<file path="config.mk">
export PLATFORM = sky130hd
export DESIGN_NAME = io_interrupt_unit
export DESIGN_NICKNAME = d
export VERILOG_FILES = /design/src/rtl/io_interrupt_unit.sv
export SDC_FILE = /design/constraint.sdc
export NUM_CORES = 1
export LEC_CHECK = 0
export ABC_AREA = 1
export CAP_MARGIN = 10
export CORE_UTILIZATION = 40
export CTS_CLUSTER_DIAMETER = 60
export DETAILED_ROUTE_END_ITERATION = 7
export PLACE_DENSITY = 0.81
export SLEW_MARGIN = 10
export SYNTH_ARGS = -nofsm -noshare
export SYNTH_HDL_FRONTEND = slang
export SYNTH_SLANG_ARGS = --single-unit
</file>
<file path="constraint.sdc">
create_clock -name clk -period 2.1 [get_ports clk]
set_input_delay 0.525 -clock clk [delete_from_list [all_inputs] [get_ports clk]]
set_output_delay 0.525 -clock clk [all_outputs]
set_load 0.01 [all_outputs]
</file>
<file path="src/rtl/io_interrupt_unit.sv">
// io_interrupt_unit: multi-channel I/O flag unit with maskable, fixed-priority
// interrupt request for the accumulator CPU. Each input channel buffers one
// device word behind an FGI flag. Each output channel holds one CPU word
// behind an FGO flag. The R flip-flop latches the lowest pending source and
// holds it until the CPU acknowledges.
module io_interrupt_unit #(
    parameter int DATA_W = 16,
    parameter int NCH    = 4,
    parameter int CH_W   = (NCH > 1) ? $clog2(NCH) : 1
) (
    input  logic                  clk,
    input  logic                  reset,
    // device input channels
    input  logic [NCH*DATA_W-1:0] in_data,
    input  logic [NCH-1:0]        in_valid,
    output logic [NCH-1:0]        in_ready,
    // device output channels
    output logic [NCH*DATA_W-1:0] out_data,
    output logic [NCH-1:0]        out_valid,
    input  logic [NCH-1:0]        out_ready,
    // CPU data side
    input  logic [CH_W-1:0]       sel,
    input  logic                  cpu_inp,
    input  logic                  cpu_out,
    input  logic [DATA_W-1:0]     bus_in,
    output logic [DATA_W-1:0]     inpr_out,
    output logic                  fgi_sel,
    output logic                  fgo_sel,
    // CPU interrupt side
    input  logic                  ion,
    input  logic                  iof,
    input  logic                  mask_we,
    input  logic [2*NCH-1:0]      mask_in,
    output logic                  ien,
    output logic                  intr_req,
    output logic [CH_W:0]         intr_vector,
    input  logic                  intr_ack,
    output logic                  out_err
);

    typedef enum logic {
        IDLE = 1'b0,
        REQ  = 1'b1
    } irq_state_e;

    logic [NCH-1:0][DATA_W-1:0] inpr_q, inpr_d;
    logic [NCH-1:0][DATA_W-1:0] outr_q, outr_d;
    logic [NCH-1:0]             fgi_q, fgi_d;
    logic [NCH-1:0]             fgo_q, fgo_d;
    logic [2*NCH-1:0]           mask_q, mask_d;
    logic                       ien_q, ien_d;
    logic                       out_err_q, out_err_d;
    logic [CH_W:0]              vec_q, vec_d;
    irq_state_e                 state_q, state_d;

    logic                       sel_ok;
    logic [CH_W-1:0]            sel_idx;
    logic [2*NCH-1:0]           pend;
    logic                       req_go;

    // Lowest set bit of the pending vector: inputs occupy the low half, so an
    // input always beats an output, and a lower channel beats a higher one.
    function automatic logic [CH_W:0] first_pending(input logic [2*NCH-1:0] p);
        logic [CH_W:0] v;
        v = '0;
        for (int i = 2*NCH-1; i >= 0; i--) begin
            if (p[i]) begin
                if (i >= NCH) begin
                    v = {1'b1, CH_W'(i - NCH)};
                end else begin
                    v = {1'b0, CH_W'(i)};
                end
            end
        end
        return v;
    endfunction

    // Decode the CPU channel select; out-of-range selects act on nothing.
    always_comb begin
        sel_ok  = (int'(sel) < NCH);
        sel_idx = sel_ok ? sel : '0;
    end

    // Input channels: a device fills an empty buffer, and the CPU INP empties it.
    always_comb begin
        inpr_d = inpr_q;
        fgi_d  = fgi_q;
        for (int i = 0; i < NCH; i++) begin
            if (in_valid[i] && !fgi_q[i]) begin
                inpr_d[i] = in_data[i*DATA_W +: DATA_W];
                fgi_d[i]  = 1'b1;
            end
        end
        // in_ready is low while FGI is set, so this clear never meets a fill
        if (cpu_inp && sel_ok && fgi_q[sel_idx]) begin
            fgi_d[sel_idx] = 1'b0;
        end
    end

    // Output channels: the CPU OUT fills an empty slot, and a device handshake frees it.
    always_comb begin
        outr_d    = outr_q;
        fgo_d     = fgo_q;
        out_err_d = 1'b0;
        for (int i = 0; i < NCH; i++) begin
            if (!fgo_q[i] && out_ready[i]) begin
                fgo_d[i] = 1'b1;
            end
        end
        if (cpu_out && sel_ok) begin
            if (fgo_q[sel_idx]) begin
                outr_d[sel_idx] = bus_in;
                fgo_d[sel_idx]  = 1'b0;
            end else begin
                // previous word not yet consumed: keep it and flag the overrun
                out_err_d = 1'b1;
            end
        end
    end

    // Interrupt enable, mask and vector capture, all from the registered flags.
    always_comb begin
        pend   = {fgo_q & mask_q[2*NCH-1:NCH], fgi_q & mask_q[NCH-1:0]};
        req_go = (state_q == IDLE) && ien_q && (|pend) && !intr_ack;
        mask_d = mask_we ? mask_in : mask_q;

        ien_d = ien_q;
        if (ion) begin
            ien_d = 1'b1;
        end
        // iof and acknowledge both override ion
        if (iof || intr_ack) begin
            ien_d = 1'b0;
        end

        vec_d = req_go ? first_pending(pend) : vec_q;
    end

    // R state machine next-state: only an acknowledge releases a request.
    always_comb begin
        state_d = state_q;
        case (state_q)
            IDLE:    if (req_go)   state_d = REQ;
            REQ:     if (intr_ack) state_d = IDLE;
            default:               state_d = IDLE;
        endcase
    end

    // Output decode: flag views, selected-channel mux and the R flip-flop.
    always_comb begin
        in_ready    = ~fgi_q;
        out_valid   = ~fgo_q;
        out_data    = outr_q;
        inpr_out    = sel_ok ? inpr_q[sel_idx] : '0;
        fgi_sel     = sel_ok ? fgi_q[sel_idx]  : 1'b0;
        fgo_sel     = sel_ok ? fgo_q[sel_idx]  : 1'b0;
        ien         = ien_q;
        intr_req    = (state_q == REQ);
        intr_vector = vec_q;
        out_err     = out_err_q;
    end

    // State register: synchronous reset returns every flop to its idle value.
    always_ff @(posedge clk) begin
        if (reset) begin
            inpr_q    <= '0;
            outr_q    <= '0;
            fgi_q     <= '0;
            fgo_q     <= '1;
            mask_q    <= '0;
            ien_q     <= 1'b0;
            out_err_q <= 1'b0;
            vec_q     <= '0;
            state_q   <= IDLE;
        end else begin
            inpr_q    <= inpr_d;
            outr_q    <= outr_d;
            fgi_q     <= fgi_d;
            fgo_q     <= fgo_d;
            mask_q    <= mask_d;
            ien_q     <= ien_d;
            out_err_q <= out_err_d;
            vec_q     <= vec_d;
            state_q   <= state_d;
        end
    end

endmodule

</file>
Word-level counts from Yosys, hierarchy flattened:

Cells that the tools add are included.

* register bits: 150
* bits in latches: 0
* bits in writable memories: 0
* memory bits (read-only): 0
* output and inout port bits: 96
* word-level logic and storage cells: 87
* memories: 0

* add/subtract/negate cells: 0
* multiply operators: 0
* div/mod/pow operators: 0
* order comparisons: 2
* equal/unequal tests: 0
* shift-type cells: 0
* mux-type cells: 34
* bitwise gates (word level): 9
* reductions and logical operators: 27

Operator list (number)
* $bwmux W64: 1
* $bmux W16 S2: 1
* $demux W16 S2: 1
* $mux W16: 2
* $mux W3: 8
* $and A4 B4 Y4: 4
* $mux W1: 14
* $logic_and A1 B1 Y1: 13
* $mux W4: 3
* $not A4 Y4: 3
* $logic_not A1 Y1: 9
* $reduce_or A8 Y1: 1
* $bmux W1 S2: 2
* $reduce_or A2 Y1: 2
* $lt A2 B3 Y1 const B: 1
* $demux W1 S2: 1
* $ge A2 B1 Y1 const B: 1
* $not A1 Y1: 2
* $pmux W1 S2: 1
* $reduce_and A2 Y1: 1
* $logic_or A1 B1 Y1: 1

Longest topological paths before layout:

Gate-level depths: netlist of the first run.

* word-level depth: 9
* depth in mapped cells: 10

Worst setup path after synthesis of the first run:

OpenSTA, ideal clock, no wires.

* path type: input port to output port
* from: input sel[0]
* to: output inpr_out[11]
* arrival time: 1.312 ns
* required time: 1.575 ns
* setup slack: 0.263 ns
* stages on the path: 4
* path buffers: 1
* path through: nor2_2 -> clkbuf_1 -> a22oi_1 -> nand3_1

* word-level cells in the longest chain between the ends: 2

RTL lines
* start, declared: RTL line 22 `input logic [CH_W-1:0] sel,`
* $bmux W16 S2: RTL line 154 `inpr_out = sel_ok ? inpr_q[sel_idx] : '0;`
* $mux W16 (not written as such): RTL line 154
* end, declared: RTL line 26 `output logic [DATA_W-1:0] inpr_out,`

Every way passes these cells. The select of a mux whose other input is x is not followed.

Final worst setup path of the first run:

* from: input sel[0]
* to: output inpr_out[7]

Same word-level chain as after synthesis.

==> results.yml, run 1 <==
setup_path:
  r2r_slack_ps: 450
  slowest_delay_ps: 290
  crit_required_ps: 1570
  r2r-start: "fgo_q[0]$_SDFF_PP1_"
  ff2ff_path_depth: 6
  crit_path_max_fanout: 16
  arrival_ps: 1530
  criticalPathCategory: "in2out"
  critPathCaptureType: "output port"
  crit_path_cell_trace: "buf_2, nand2_2, inv_2, buf_12, a22oi_1, nand2_1, dlygate4sd2_1"
  cp-start-kind: "input port"
  rr_endpoint: "out_data[47]$_SDFFE_PP0P_"
  crit_slowest_cell: "dlygate4sd2_1"
layout:
  multiInputGateArea_um2: 2580
  ff_latch_area_um2: 3000
  final_nets: 1088
  synthToLayoutAreaGrowth_pct: 50.9
  antennaDiodeCount: 0
  drive_gt1_share_pct: 9.85
  final_util_pct: 61.6
  fin_cells: 1179
  fillCellCount: 1246
synth:
  synthArstFlopShare_pct: 0
  synth_top_family_by_area: "simple AND/OR/NAND/NOR gates"
  yosysTopAreaCell: "dfxtp_1"
  synth_ff_type: "dfxtp_1"
  synthXorXnorAreaFrac_pct: 0
  avgSynthCellArea_um2: 7.61
  yosys-top-cells-area: "dfxtp_1 51%, nor2_1 9.8%, nand2_1 8.1%"
  synth_compound_area_share_pct: 16.1
  synth_seq_cells: 150
  synth-edff-count: 0
  synth_common_cells: "154 x nor2_1, 150 x dfxtp_1, 127 x nand2_1"
  yosysMostFrequentCell: "nor2_1"
  yosysUniqueCellTypes: 23
  synthCells: 777
  synth-simple-area-share_pct: 26.9
  synth_area_um2: 5910
  synth_fa_ha_area_share_pct: 0
  synth_fp_nets: 883
  yosysWarnings: 0
  synth_mux_area_share_pct: 0
  seq_area_frac_synth_pct: 50.8
  synth_top_area_share_pct: 50.8
timing:
  worst_slew_pin_slew_ps: 605
  relSlewSlack_pct: 59.6
  hold_viol: 0
  timing.fmax_mhz: 486
  fin_crit_ps: 2060
  hold_ws_ps: 458
  rsz0062_at_grt: "false"
  fin_crit_sh_pct: 98.0
  fin_worst_skew_ps: 5.69
  drv_slew: 0
  setup_viol: 0
  setup_ws_ps: 41.4
floorplanning:
  die_y_um: 124
  placementRows: 44
  die_w_um: 124
  core_um2: 14500
  ios: 202
  initial_core_util_pct: 40.8
  die_area_um2: 15300
clock_tree:
  cts.sinks: 150
  clkLatencyLatePin_ps: 430
  ctsHoldBuffers: 0
  cts_buffer_depth: 2
  ctsRootBufferMaster: "clkbuf_16"
  cts_tree: "done"
  htreeDepth: 4
  path_clk_slew_ps: 60
  cts_buffers: 17
flow_run:
  maxCapViolCount: 0
placed_design:
  numPortBuffers: 201
  dp.final_hpwl_um: 14000
  place_congestion: 0.944
  placed_cells: 1146
  pre_cts_ws_ps: -637
detailed_routing:
  viasPerCell: 5.35
  routed_wl_um: 19900
  drt_iter0_drc: 645
  drc: 0
  ant_nets: 0
  wl_per_cell_um: 16.9
  first_pass_iters: 5
  vias: 6311
grt:
  gr-usage-all-layers_pct: 26.5
  overflow: 0
  grt_pass1_vias: 5695
  grt_max_degree: 70
  antenna_found_initial: 0
  grt_pass1_wl_um: 30100
power_and_ir_drop:
  leakagePower_nw: 3.53
  ir_worst_vdd_v: 0.000555
  power_density_nw_per_um2: 816
worst_hold_path:
  min_path_type: "reg2reg"
  min_path_cells: 2
  worstHoldStart: "out_data[29]$_SDFFE_PP0P_"
  hold_end: "out_data[29]$_SDFFE_PP0P_"
run_status:
  status: "finished, final reports clean"
==> state kept, by name, indices dropped and copies added, names as in the netlist <==
| register | flops |
|---|---|
| fgi_q | 4 |
| fgo_q | 4 |
| ien | 1 |
| inpr_q | 64 |
| intr_req | 1 |
| intr_vector | 3 |
| mask_q | 8 |
| out_data | 64 |
| out_err | 1 |
==> placed cells by master (no fill, tap or decap), types with 2 or more instances in the layout <==
cell type,Yosys,routed
a21oi_1,69,69
a22oi_1,25,23
a22oi_2,0,2
buf_12,0,10
buf_2,7,4
buf_4,0,30
bufinv_16,0,3
clkbuf_16,0,17
clkbuf_2,0,6
clkdlybuf4s15_1,0,9
clkdlybuf4s50_1,0,178
clkinv_4,0,3
clkinvlp_4,0,5
dfxtp_1,150,150
inv_1,25,25
inv_2,3,4
inv_6,0,2
nand2_1,127,126
nand3_1,11,11
nand3_2,4,4
nand4_1,66,66
nor2_1,154,154
nor2_4,0,2
o21ai_0,74,74
o21ai_1,6,6
==> area by class of cell <==
| class | instances | share of cell area (%) |
|---|---|---|
| clock buffers | 18 | 4.81 |
| flip-flops and latches | 150 | 33.7 |
| multi-input cells | 543 | 29.0 |
| clock inverters | 14 | 1.98 |
| repair buffers | 241 | 26.8 |
| inverters | 29 | 1.22 |
| well taps | 184 | 2.58 |
==> stage by stage <==
stage          TNS, ps  area [um2]  total power, mW
2_1_floorplan        0        5910             3.61
6_report             0        8920             7.28
5_1_grt              0        8920             7.55
3_5_place_dp    -40260        8320             4.21
4_1_cts              0        8920             7.31
3_3_place_gp    -37260        8320             4.20
==> worst max-delay path by stage <==
stage | slack (ps) | start | cells after the start | to
finish | 40 | sel[0] | 7 | inpr_out[7]
global route | 4 | sel[0] | 7 | inpr_out[7]
CTS | 20 | sel[1] | 8 | inpr_out[6]
detailed placement | -640 | sel[1] | 7 | fgo_sel
global placement | -610 | sel[1] | 7 | fgo_sel
floorplan | 260 | sel[0] | 4 | inpr_out[11]
==> critical path: cells and delay by family <==
family	cells	cell delay, ps
buffers and inverters	4	640
and+or+nand+nor	2	200
AOI/OAI and AO/OA	1	160
==> timing repair <==
action / 4_1_cts / 5_1_grt
cloned: 0 / 0
setup endpoints to repair: 55 / 17
gates resized for setup: 39 / 21
pin swaps: 2 / 1
buffers inserted: 1 / 0
==> per-layer routing <==
layer | part of all wire (%) | vias up | wire, um | global-route usage [%]
met5 | 0 | - | 0 | 0
met4 | 3.4 | 0 | 681 | 13.6
met3 | 9.0 | 43 | 1800 | 6.78
met2 | 48 | 322 | 9630 | 44.5
met1 | 39 | 2907 | 7810 | 31.1
li1 | - | 3039 | - | -
==> where the power goes <==
part,switching [mW],internal [mW]
sequential,0.107,3.01
clock,1.25,1.88
combinational,0.541,0.498
==> logic make-up after synthesis <==
logic type      count (synthesis)
flops                         150
simple gates                  366
compound gates                177
buf+inv                        84
(Power assumes the default switching activity.)
==> run 2, diff against run 1 <==
- CORE_UTILIZATION: 40 -> 45
- PLACE_DENSITY: 0.81 -> 0.88
==> run 2 against run 1 <==
Count of clock-buffer cells in the layout up 5. Utilization up 8.9 points. Hold slack about the same. Die area down 11%. Critical path depth up 1. Non-clock buffer count up 7. Sequential share of layout area down 0.21 points. Via count up 2.2%. Maximum frequency up 0.79%. First-iteration DRC count up 23%. Global-route usage up 3.8 points. Highest routed layer unchanged.
==> results.yml, run 2 (synthesis results as in run 1) <==
worst_hold_path:
  min_path_type: "reg2reg"
  hold_end: "out_data[34]$_SDFFE_PP0P_"
  min_path_cells: 2
  worstHoldStart: "out_data[34]$_SDFFE_PP0P_"
detailed_routing:
  drt_iter0_drc: 793
  viasPerCell: 5.49
  routed_wl_um: 20200
  wl_per_cell_um: 17.2
  first_pass_iters: 5
  ant_nets: 0
  vias: 6448
  drc: 0
clock_tree:
  ctsHoldBuffers: 0
  cts_buffers: 17
  clkLatencyLatePin_ps: 420
  cts_tree: "done"
  cts.sinks: 150
  htreeDepth: 4
  ctsRootBufferMaster: "clkbuf_16"
  path_clk_slew_ps: 60
  cts_buffer_depth: 2
power_and_ir_drop:
  leakagePower_nw: 3.61
  power_mw: 7.38
  internal_power_mw: 5.58
  power.share.switching_pct: 24.4
  power_density_nw_per_um2: 822
  power_frac_seq_pct: 42.2
  ir_worst_vdd_v: 0.000560
  p_switching_mw: 1.80
  p_clk_share_pct: 43.6
  pwr-share-comb_pct: 14.2
setup_path:
  criticalPathCategory: "in2out"
  crit_path_max_fanout: 5
  r2r_slack_ps: 400
  crit_required_ps: 1570
  cp-start-kind: "input port"
  rr_endpoint: "out_data[27]$_SDFFE_PP0P_"
  r2r-start: "fgo_q[0]$_SDFF_PP1_"
  arrival_ps: 1520
  critPathCaptureType: "output port"
  ff2ff_path_depth: 6
grt:
  gr-usage-all-layers_pct: 30.3
  grt_max_degree: 70
  grt_pass1_vias: 6118
  antenna_found_initial: 0
  overflow: 0
  grt_pass1_wl_um: 30900
timing:
  fin_crit_ps: 2040
  setup_ws_ps: 57.5
  hold_viol: 0
  relSlewSlack_pct: 61.6
  worst_slew_pin_slew_ps: 576
  rsz0062_at_grt: "false"
  setup_viol: 0
  timing.fmax_mhz: 490
  fin_worst_skew_ps: 4.99
  drv_slew: 0
  fin_crit_sh_pct: 97.3
flow_run:
  maxCapViolCount: 0
floorplanning:
  die_w_um: 117
  initial_core_util_pct: 46.5
  placementRows: 41
  ios: 202
  die_y_um: 117
  core_um2: 12700
  die_area_um2: 13600
placed_design:
  numPortBuffers: 201
  dp.final_hpwl_um: 14300
  place_congestion: 0.921
  pre_cts_ws_ps: -756
  dpl_cell_area_um2: 8260
  placed_cells: 1136
layout:
  antennaDiodeCount: 0
  final_cell_mix: "179 x clkdlybuf4s50_1, 154 x nor2_1, 150 x dfxtp_1, 125 x nand2_1, 74 x o21ai_0"
  design_area_um2: 8980
  fin_cells: 1175
  drive_gt1_share_pct: 11.1
  final_util_pct: 70.6
  final_common_cell: "clkdlybuf4s50_1"
  final_nets: 1096
  synthToLayoutAreaGrowth_pct: 51.8
run_status:
  status: "finished, final reports clean"
==> run 2: cell types whose count changed in the layout (fill, tap and decap cells not counted), sizes merged <==
cell / before / now
clkdlybuf4s15: 10 / 2
clkinvlp: 5 / 2
bufinv: 3 / 4
clkdlybuf4s50: 178 / 179
dlygate4sd2: 1 / 8
buf: 44 / 59
clkbuf: 25 / 23
inv: 31 / 29
dlymetal6s2s: 1 / 0
==> run 2: worst max path at each step <==
stage           start      endpoint  slack (ps)  cells after the start
5_1_grt        sel[1]   inpr_out[5]           2                      8
2_1_floorplan  sel[0]  inpr_out[11]         260                      4
4_1_cts        sel[1]   inpr_out[2]          30                      8
6_report       sel[1]   inpr_out[5]          60                      8
3_5_place_dp   sel[0]       fgo_sel        -760                      7
3_3_place_gp   sel[0]       fgo_sel        -710                      7
==> run 2: stage by stage <==
| stage | setup TNS [ps] | hold slack (ps) |
|---|---|---|
| 2_1_floorplan | 0 | 455 |
| 4_1_cts | 0 | 460 |
| 6_report | 0 | 458 |
| 5_1_grt | 0 | 475 |
| 3_3_place_gp | -46880 | 446 |
| 3_5_place_dp | -51400 | 450 |
==> run 2: metal layers <==
metal	global-route usage (%)	wire (um)	part of all wire [%]	up-vias
li1	-	-	-	3057
met1	32.9	7430	37	2950
met2	52.8	9980	49	364
met3	7.89	1810	9.0	77
met4	18.7	1010	5.0	0
met5	0	0	0	-
==> run 2: worst max-delay path, stage by stage <==
cell	delay (ps)
buf_6	90
inv_4	40
nand2_4	90
clkinvlp_4	180
buf_6	170
a22oi_2	150
nand3_1	110
buf_2	160
==> run 2: power groups by stage <==
stage	clock (mW)	combinational, mW	sequential [mW]
3_3_place_gp	0	1.01	3.17
2_1_floorplan	0	0.465	3.15
6_report	3.22	1.05	3.11
4_1_cts	3.24	1.04	3.11
5_1_grt	3.36	1.14	3.13
3_5_place_dp	0	1.03	3.17
==> run 2: cell type report <==
cell class	instances	area, um2
Multi-Input combinational cell	543	2620
Timing Repair Buffer	248	2390
Clock inverter	9	148
Clock buffer	23	478
Inverter	29	114
Fill cell	1030	3750
Sequential cell	150	3000
Tap cell	172	215
Timing Repair inverter	1	7.51
==> run 2: what timing repair did <==
action	CTS	global route
buffers inserted	6	0
gates cloned	1	0
resized for setup	69	8
endpoints found under the setup margin	86	14
pin swaps	7	5
